### src/rtl/dmem_initiator_pkg.sv
// -----------------------------------------------------------------------------
// dmem_initiator_pkg
//   Shared constants for the data-memory initiator: RV32I load/store funct3
//   codes, the memory's sign_mask codes, default address map, stall timeout
//   and the FSM state encoding.
// -----------------------------------------------------------------------------
package dmem_initiator_pkg;

    // RV32I load funct3 codes
    localparam logic [2:0] F3_LB  = 3'b000;
    localparam logic [2:0] F3_LH  = 3'b001;
    localparam logic [2:0] F3_LW  = 3'b010;
    localparam logic [2:0] F3_LBU = 3'b100;
    localparam logic [2:0] F3_LHU = 3'b101;

    // RV32I store funct3 codes
    localparam logic [2:0] F3_SB  = 3'b000;
    localparam logic [2:0] F3_SH  = 3'b001;
    localparam logic [2:0] F3_SW  = 3'b010;

    // sign_mask: bit3 = sign-extend, bits[2:0] = thermometer byte-lane size
    localparam logic [3:0] MASK_BU = 4'b0001;
    localparam logic [3:0] MASK_HU = 4'b0011;
    localparam logic [3:0] MASK_W  = 4'b0111;
    localparam logic [3:0] MASK_B  = 4'b1001;
    localparam logic [3:0] MASK_H  = 4'b1011;

    // Default address map and stall watchdog
    localparam logic [31:0] DMEM_BASE_DEFAULT     = 32'h0000_1000;
    localparam int unsigned DMEM_WORDS_DEFAULT    = 1024;
    localparam logic [31:0] LED_ADDR_DEFAULT      = 32'h0000_2000;
    localparam int unsigned STALL_TIMEOUT_DEFAULT = 16;

    typedef enum logic [2:0] {
        ST_IDLE    = 3'd0,
        ST_ISSUE   = 3'd1,
        ST_WAIT_HI = 3'd2,
        ST_WAIT_LO = 3'd3,
        ST_RESP    = 3'd4
    } state_t;

endpackage

### src/rtl/dmem_initiator_if.sv
// -----------------------------------------------------------------------------
// Interfaces around dmem_initiator.
//   dmem_req_if : pipeline <-> initiator. master = pipeline, slave = initiator.
//     valid/ready handshake carrying we, funct3, addr, wdata; single-cycle
//     response strobe resp_valid with resp_rdata and resp_err.
//   dmem_mem_if : initiator <-> data memory. master = initiator, slave = memory.
//     addr, write_data, memwrite, memread, sign_mask out; read_data and
//     clk_stall back.
// -----------------------------------------------------------------------------
interface dmem_req_if;
    logic        valid;
    logic        ready;
    logic        we;
    logic [2:0]  funct3;
    logic [31:0] addr;
    logic [31:0] wdata;
    logic        resp_valid;
    logic [31:0] resp_rdata;
    logic        resp_err;

    modport master (
        output valid, we, funct3, addr, wdata,
        input  ready, resp_valid, resp_rdata, resp_err
    );

    modport slave (
        input  valid, we, funct3, addr, wdata,
        output ready, resp_valid, resp_rdata, resp_err
    );
endinterface

interface dmem_mem_if;
    logic [31:0] addr;
    logic [31:0] write_data;
    logic        memwrite;
    logic        memread;
    logic [3:0]  sign_mask;
    logic [31:0] read_data;
    logic        clk_stall;

    modport master (
        output addr, write_data, memwrite, memread, sign_mask,
        input  read_data, clk_stall
    );

    modport slave (
        input  addr, write_data, memwrite, memread, sign_mask,
        output read_data, clk_stall
    );
endinterface

### src/rtl/dmem_req_check.sv
// -----------------------------------------------------------------------------
// dmem_req_check
//   Purely combinational request decoder. Maps funct3/we to the memory's
//   sign_mask code and flags requests that must never reach memory:
//   illegal funct3, misaligned half/word, address outside data memory
//   (a store to LED_ADDR is the one legal exception).
// Ports:
//   we        in   1 = store, 0 = load
//   funct3    in   RV32I load/store funct3
//   addr      in   effective byte address
//   sign_mask out  memory sign_mask code (0 when funct3 is illegal)
//   err       out  request is rejected
// -----------------------------------------------------------------------------
module dmem_req_check
    import dmem_initiator_pkg::*;
#(
    parameter logic [31:0] DMEM_BASE  = DMEM_BASE_DEFAULT,
    parameter int unsigned DMEM_WORDS = DMEM_WORDS_DEFAULT,
    parameter logic [31:0] LED_ADDR   = LED_ADDR_DEFAULT
) (
    input  logic        we,
    input  logic [2:0]  funct3,
    input  logic [31:0] addr,
    output logic [3:0]  sign_mask,
    output logic        err
);

    localparam logic [31:0] DMEM_END = DMEM_BASE + 32'(DMEM_WORDS * 4);

    logic f3_bad;
    logic misaligned;
    logic in_range;
    logic led_store;

    // NOTE: every output of a combinational block gets a default first, so
    // no path through the case leaves it unassigned and infers a latch.
    always_comb begin
        sign_mask = 4'b0000;
        f3_bad    = 1'b0;
        if (we) begin
            case (funct3)
                F3_SB:   sign_mask = MASK_BU;
                F3_SH:   sign_mask = MASK_HU;
                F3_SW:   sign_mask = MASK_W;
                default: f3_bad    = 1'b1;
            endcase
        end else begin
            case (funct3)
                F3_LB:   sign_mask = MASK_B;
                F3_LH:   sign_mask = MASK_H;
                F3_LW:   sign_mask = MASK_W;
                F3_LBU:  sign_mask = MASK_BU;
                F3_LHU:  sign_mask = MASK_HU;
                default: f3_bad    = 1'b1;
            endcase
        end
    end

    // funct3[1:0] encodes size for every legal code: 00 byte, 01 half, 10 word.
    assign misaligned = ((funct3[1:0] == 2'b01) && addr[0]) ||
                        ((funct3[1:0] == 2'b10) && (addr[1:0] != 2'b00));

    assign in_range  = (addr >= DMEM_BASE) && (addr < DMEM_END);
    assign led_store = we && (addr == LED_ADDR);

    assign err = f3_bad || misaligned || !(in_range || led_store);

endmodule

### src/rtl/dmem_initiator.sv
// -----------------------------------------------------------------------------
// dmem_initiator
//   Initiator side of the data-memory request/stall protocol. Accepts one
//   load/store from the pipeline, pulses memread/memwrite for one cycle,
//   follows the memory's clk_stall rise and fall, then returns a one-cycle
//   response. Rejected requests answer one edge after acceptance without
//   touching memory; a stall that never rises, or never falls within
//   STALL_TIMEOUT cycles, is answered with an error.
// Ports:
//   clk    in   system clock
//   reset  in   synchronous, active-high reset
//   req    slave modport of dmem_req_if (pipeline handshake + response)
//   mem    master modport of dmem_mem_if (data memory strobes + stall)
// -----------------------------------------------------------------------------
module dmem_initiator
    import dmem_initiator_pkg::*;
#(
    parameter logic [31:0] DMEM_BASE     = DMEM_BASE_DEFAULT,
    parameter int unsigned DMEM_WORDS    = DMEM_WORDS_DEFAULT,
    parameter logic [31:0] LED_ADDR      = LED_ADDR_DEFAULT,
    parameter int unsigned STALL_TIMEOUT = STALL_TIMEOUT_DEFAULT
) (
    input  logic       clk,
    input  logic       reset,
    dmem_req_if.slave  req,
    dmem_mem_if.master mem
);

    localparam int CNT_W = (STALL_TIMEOUT > 1) ? $clog2(STALL_TIMEOUT) : 1;
    localparam logic [CNT_W-1:0] CNT_LAST = CNT_W'(STALL_TIMEOUT - 1);

    state_t state;
    state_t state_next;

    logic             ready;
    logic             xfer;
    logic [3:0]       chk_mask;
    logic             chk_err;

    logic             we_q;
    logic [31:0]      addr_q;
    logic [31:0]      wdata_q;
    logic [3:0]       mask_q;
    logic             err_q;
    logic [31:0]      rdata_q;
    logic [CNT_W-1:0] cnt_q;

    dmem_req_check #(
        .DMEM_BASE  (DMEM_BASE),
        .DMEM_WORDS (DMEM_WORDS),
        .LED_ADDR   (LED_ADDR)
    ) u_check (
        .we        (req.we),
        .funct3    (req.funct3),
        .addr      (req.addr),
        .sign_mask (chk_mask),
        .err       (chk_err)
    );

    // The memory has no reset: a stall still high after our reset (or after a
    // timeout) must block new requests until the memory settles.
    assign ready     = (state == ST_IDLE) && !mem.clk_stall && !reset;
    assign xfer      = req.valid && ready;
    assign req.ready = ready;

    // State register.
    // NOTE: sequential state uses non-blocking assignments so every register
    // samples pre-edge values regardless of process ordering.
    always_ff @(posedge clk) begin
        if (reset) state <= ST_IDLE;
        else       state <= state_next;
    end

    // Next-state logic.
    always_comb begin
        state_next = state;
        case (state)
            ST_IDLE:    if (xfer) state_next = chk_err ? ST_RESP : ST_ISSUE;
            ST_ISSUE:   state_next = ST_WAIT_HI;
            ST_WAIT_HI: state_next = mem.clk_stall ? ST_WAIT_LO : ST_RESP;
            ST_WAIT_LO: if (!mem.clk_stall || (cnt_q == CNT_LAST)) state_next = ST_RESP;
            ST_RESP:    state_next = ST_IDLE;
            default:    state_next = ST_IDLE;
        endcase
    end

    // Request latch, stall watchdog and load-data capture.
    always_ff @(posedge clk) begin
        if (reset) begin
            we_q    <= 1'b0;
            addr_q  <= '0;
            wdata_q <= '0;
            mask_q  <= '0;
            err_q   <= 1'b0;
            rdata_q <= '0;
            cnt_q   <= '0;
        end else begin
            case (state)
                ST_IDLE: begin
                    if (xfer) begin
                        we_q    <= req.we;
                        addr_q  <= req.addr;
                        wdata_q <= req.wdata;
                        mask_q  <= chk_mask;
                        err_q   <= chk_err;
                        rdata_q <= '0;
                    end
                end
                ST_WAIT_HI: begin
                    if (mem.clk_stall) cnt_q <= '0;
                    else               err_q <= 1'b1;   // memory never acknowledged
                end
                ST_WAIT_LO: begin
                    if (!mem.clk_stall) begin
                        if (!we_q) rdata_q <= mem.read_data;
                    end else if (cnt_q == CNT_LAST) begin
                        err_q <= 1'b1;                  // stall never released
                    end else begin
                        cnt_q <= cnt_q + 1'b1;
                    end
                end
                default: ;
            endcase
        end
    end

    // Outputs. Strobes exist only in ISSUE so the memory can never see a
    // second access while it re-samples in its own idle state.
    always_comb begin
        mem.memread     = 1'b0;
        mem.memwrite    = 1'b0;
        mem.addr        = '0;
        mem.write_data  = '0;
        mem.sign_mask   = '0;
        req.resp_valid  = 1'b0;
        req.resp_err    = 1'b0;
        req.resp_rdata  = '0;
        case (state)
            ST_ISSUE, ST_WAIT_HI, ST_WAIT_LO: begin
                mem.memread    = (state == ST_ISSUE) && !we_q;
                mem.memwrite   = (state == ST_ISSUE) &&  we_q;
                mem.addr       = addr_q;
                mem.write_data = wdata_q;
                mem.sign_mask  = mask_q;
            end
            ST_RESP: begin
                req.resp_valid = 1'b1;
                req.resp_err   = err_q;
                req.resp_rdata = (err_q || we_q) ? 32'h0 : rdata_q;
            end
            default: ;
        endcase
    end

endmodule

### src/flat_wrapper.sv
// flat-port wrapper written by rule: the top's interface ports become plain ports
module dmem_initiator_flat import dmem_initiator_pkg::*;
#(
    parameter logic [31:0] DMEM_BASE     = DMEM_BASE_DEFAULT,
    parameter int unsigned DMEM_WORDS    = DMEM_WORDS_DEFAULT,
    parameter logic [31:0] LED_ADDR      = LED_ADDR_DEFAULT,
    parameter int unsigned STALL_TIMEOUT = STALL_TIMEOUT_DEFAULT
)
  (clk, reset, req_valid, req_we, req_funct3, req_addr, req_wdata, req_ready, req_resp_valid, req_resp_rdata, req_resp_err, mem_addr, mem_write_data, mem_memwrite, mem_memread, mem_sign_mask, mem_read_data, mem_clk_stall);
  dmem_req_if req_i ();
  dmem_mem_if mem_i ();
  input  logic clk;
  input  logic reset;
  input wire logic [$bits(req_i.valid)-1:0] req_valid;
  input wire logic [$bits(req_i.we)-1:0] req_we;
  input wire logic [$bits(req_i.funct3)-1:0] req_funct3;
  input wire logic [$bits(req_i.addr)-1:0] req_addr;
  input wire logic [$bits(req_i.wdata)-1:0] req_wdata;
  output wire logic [$bits(req_i.ready)-1:0] req_ready;
  output wire logic [$bits(req_i.resp_valid)-1:0] req_resp_valid;
  output wire logic [$bits(req_i.resp_rdata)-1:0] req_resp_rdata;
  output wire logic [$bits(req_i.resp_err)-1:0] req_resp_err;
  output wire logic [$bits(mem_i.addr)-1:0] mem_addr;
  output wire logic [$bits(mem_i.write_data)-1:0] mem_write_data;
  output wire logic [$bits(mem_i.memwrite)-1:0] mem_memwrite;
  output wire logic [$bits(mem_i.memread)-1:0] mem_memread;
  output wire logic [$bits(mem_i.sign_mask)-1:0] mem_sign_mask;
  input wire logic [$bits(mem_i.read_data)-1:0] mem_read_data;
  input wire logic [$bits(mem_i.clk_stall)-1:0] mem_clk_stall;
  assign req_i.valid = req_valid;
  assign req_i.we = req_we;
  assign req_i.funct3 = req_funct3;
  assign req_i.addr = req_addr;
  assign req_i.wdata = req_wdata;
  assign req_ready = req_i.ready;
  assign req_resp_valid = req_i.resp_valid;
  assign req_resp_rdata = req_i.resp_rdata;
  assign req_resp_err = req_i.resp_err;
  assign mem_addr = mem_i.addr;
  assign mem_write_data = mem_i.write_data;
  assign mem_memwrite = mem_i.memwrite;
  assign mem_memread = mem_i.memread;
  assign mem_sign_mask = mem_i.sign_mask;
  assign mem_i.read_data = mem_read_data;
  assign mem_i.clk_stall = mem_clk_stall;
  dmem_initiator #(.DMEM_BASE(DMEM_BASE), .DMEM_WORDS(DMEM_WORDS), .LED_ADDR(LED_ADDR), .STALL_TIMEOUT(STALL_TIMEOUT)) u_core (.clk(clk), .reset(reset), .req(req_i), .mem(mem_i));
endmodule
### config.mk
export PLATFORM = sky130hd
export DESIGN_NAME = dmem_initiator_flat
export DESIGN_NICKNAME = d
export VERILOG_FILES = /design/src/rtl/dmem_initiator_pkg.sv /design/src/rtl/dmem_initiator_if.sv /design/src/rtl/dmem_req_check.sv /design/src/rtl/dmem_initiator.sv /design/src/flat_wrapper.sv
export SDC_FILE = /design/constraint.sdc
export NUM_CORES = 1
export LEC_CHECK = 0
export CAP_MARGIN = 20
export CORE_UTILIZATION = 46
export CTS_BUF_LIST = sky130_fd_sc_hd__clkbuf_4 sky130_fd_sc_hd__clkbuf_8 sky130_fd_sc_hd__clkbuf_16
export CTS_CLUSTER_SIZE = 40
export DETAILED_ROUTE_END_ITERATION = 16
export MAX_ROUTING_LAYER = met4
export PLACE_DENSITY = 0.86
export SLEW_MARGIN = 25
export SYNTH_ARGS = -nofsm -noshare
export SYNTH_HDL_FRONTEND = slang
export SYNTH_SLANG_ARGS = --single-unit
### constraint.sdc
create_clock -name clk -period 2.63 [get_ports clk]
set_clock_uncertainty 0.1 [all_clocks]
set_input_delay 0.6575 -clock clk [delete_from_list [all_inputs] [get_ports clk]]
set_output_delay 0.6575 -clock clk [all_outputs]
set_load 0.02 [all_outputs]
==> results.sh <==
export IMPL_grt_ovfl_total=0
export IMPL_min_path_cells=2
export IMPL_drc=0
export IMPL_ys_warnings_count=0
export IMPL_grt_use_met1_pct=30.5
export IMPL_slew_viol_final=0
export IMPL_nNetsFinal=929
export IMPL_crit_path_top_delay_cell="clkdlybuf4s50_1"
export IMPL_vdd_ir_drop_worst_mv=0.254
export IMPL_slew_headroom_pct=46.6
export IMPL_cts_max_path_buffers=2
export IMPL_synth_seq_area_share_pct=45.0
export IMPL_hold_viol=0
export IMPL_ios=209
export IMPL_netlist_cell_type_count=37
export IMPL_layout_commonest_cell="nand2_1"
export IMPL_status="completed"
export IMPL_cellPowerDensity_mw_per_mm2=450
export IMPL_start_util_pct=47.2
export IMPL_netlist_area_sq_mm=0.00485
export IMPL_area_growth_pct=46.0
export IMPL_clock_fmax_ghz=0.388
export IMPL_yosysTopAreaCell="dfxtp_1"
export IMPL_power_leakage_uw=0.00295
export IMPL_core_area_sq_mm=0.0103
export IMPL_synth_top_area_share_pct=45.0
export IMPL_rows=37
export IMPL_grt_use_met3_pct=4.55
export IMPL_vias=4996
export IMPL_holdWs_ns=0.350
export IMPL_cp_arrival_ns=1.82
export IMPL_synthTopCellsByArea="dfxtp_1 (45%), and2_1 (13%), nand2_1 (13%), a21oi_1 (11%), nand3_1 (4.0%)"
export IMPL_fp_dieArea_sq_mm=0.0110
export IMPL_root_buffer="clkbuf_8"
export IMPL_syn_inst=638
export IMPL_tritoncts="built"
export IMPL_min_path_type="flop to flop"
export IMPL_fin_ws_ns=0.0555
export IMPL_rsz0062_at_grt="no"
export IMPL_drive_gt1_share_pct=9.53
export IMPL_cp_start_kind="input port"
export IMPL_nFillCells=917
export IMPL_antenna_found_initial=0
export IMPL_final_cell_mix="nand2_1 (168), dfxtp_1 (109), a21oi_1 (104), clkdlybuf4s50_1 (104), and2_1 (102)"
export IMPL_vias_per_cell=5.18
export IMPL_htree_levels=3
export IMPL_cp_end_kind="primary output"
export IMPL_regToRegEndpoint="u_core.cnt_q[2]"
export IMPL_drt_wl_total_microns=14000
export IMPL_postRouteAntennaNets=0
export IMPL_routabilityCongestion=0.797
export IMPL_hold_start="u_core.rdata_q[11]"
export IMPL_die_h_microns=105
export IMPL_grt_pass1_vias=4735
export IMPL_drv_cap=0
export IMPL_grt_pass1_wl_microns=22500
export IMPL_crit_required_ns=1.87
export IMPL_wl_per_cell_microns=14.6
export IMPL_grt_busiest_layer="met2"
export IMPL_post_dp_cell_area_sq_mm=0.00708
export IMPL_max_stage_delay_ns=0.44
export IMPL_clk_pin_slew_ns=0.10
export IMPL_worstReg2RegStart="u_core.state[2]"
export IMPL_grt_usage_pct=26.0
export IMPL_drt_iter0_markers=302
export IMPL_dp_slack_ns=-0.214
export IMPL_rr_worst_depth=6
export IMPL_path_class="input port to primary output"
export IMPL_min_to="u_core.rdata_q[11]"
export IMPL_setup_viol=0
export IMPL_io_buffer_count=208
export IMPL_syn_nets=743
export IMPL_cts_buffers=9
export IMPL_avgSynthCellArea_sq_um=7.61
export IMPL_hold_buffers=0
export IMPL_worstMarginPinSlew_ns=0.801
export IMPL_crit_chain="clkdlybuf4s50_1, nor3_2, and2_1, dlygate4sd2_1"
export IMPL_hpwl_microns=9870
export IMPL_dieWidth_microns=105
export IMPL_dr_pass1_iters=5
export IMPL_final_min_clock_period_ns=2.57
export IMPL_cts_num_sinks=109
export IMPL_postLayoutCellArea_sq_mm=0.00709
export IMPL_fin_util_pct=69.0
export IMPL_ys_ff_latch=109
export IMPL_critPathMaxFanout=2
export IMPL_clock_latency_ns=0.36
export IMPL_layout_worst_path_cycle_share_pct=97.9
export IMPL_reg2reg_slack_ns=0.67
export IMPL_grt_max_degree=109
export IMPL_grtUsageMet2_pct=44.3
export IMPL_n_antenna_cell=0
critical path, delay by kind of cell:
kind	cells	cell delay, ns
simple gates	2	0.39
buf+inv	2	0.77
routing by layer:
layer,vias up,wire length [microns],part of all wire [%]
met3,22,946,6.7
met2,196,6920,49
met4,0,282,2.0
li1,2465,-,-
met1,2313,5900,42
met5,-,0,0
kinds of logic (layout without fill, tap and decap cells):
group	Yosys count	in the layout	synth area share (%)
AND/OR/NAND/NOR	350	350	35.7
flip-flops	109	109	45.0
AO/OA/AOI/OAI	119	119	12.9
XOR/XNOR	2	2	0.361
adder cells (fa/ha/maj)	1	1	0.258
buffers and inverters	57	248	5.80
through the flow:
step	total power [uW]	TNS (ns)	cells
after CTS	3220	0	965
after global routing	3300	0	965
after detailed placement	2080	-0.242	949
after floorplan	1870	0	638
after global placement	2070	-0.155	949
final	3190	0	965
layout make-up:
cell class	count	area, sq um	area share, %
clock buffers	10	138	1.94
well taps	136	170	2.40
flip-flops and latches	109	2180	30.8
clock inverters	6	95.1	1.34
repair buffers	228	2070	29.2
inverters	4	15.0	0.212
multi-input cells	472	2420	34.1
registers in the layout (all words and copies together) (netlist names):
name and count:
u_core.state 3, u_core.rdata_q 32, u_core.mask_q 4, u_core.err_q 1, u_core.we_q 1, u_core.cnt_q 4
u_core.wdata_q 32, u_core.addr_q 32
timing repair:
action                     in CTS  in global routing
setup endpoints to repair     101                 38
gates resized for setup       108                 64
setup buffers                   0                  0
synth_stat cells:
library cell and count:
nand3b_1 3, nor4b_1 3, o21ai_0 3, buf_6 3
a31oi_1 4, o31ai_1 2, nor3b_2 1, nor4b_2 1
buf_1 1, dfxtp_1 109, buf_4 5, xor2_1 2
inv_1 3, nor2_1 11, nor2_2 1, nor3b_1 2
nand2_1 168, nor3_1 1, a21o_1 1, ha_1 1
nor3_2 2, a22oi_1 1, or4_1 1, nand2b_1 1
a2111oi_2 1, a211oi_1 3, inv_2 1, and3b_1 1
or3_1 1, buf_2 21, clkbuf_1 23, and2_1 102
nand4_1 5, nor4_1 5, a21oi_1 104, and3_1 2
nand3_1 39
where the power goes:
group	switching [uW]	internal [uW]	total, uW
logic	149	187	337
clock network	577	571	1150
registers	17.8	1690	1700
worst max path at each step:
stage / endpoint / cells past startpoint / startpoint
final: req_ready / 4 / mem_clk_stall
after global routing: mem_addr[0] / 6 / u_core.state[1]
after CTS: req_resp_rdata[0] / 6 / u_core.state[0]
after detailed placement: req_ready / 4 / mem_clk_stall
after global placement: req_ready / 4 / mem_clk_stall
after floorplan: req_resp_rdata[0] / 6 / u_core.state[0]
No activity file was read; power rests on OpenSTA's default activity.
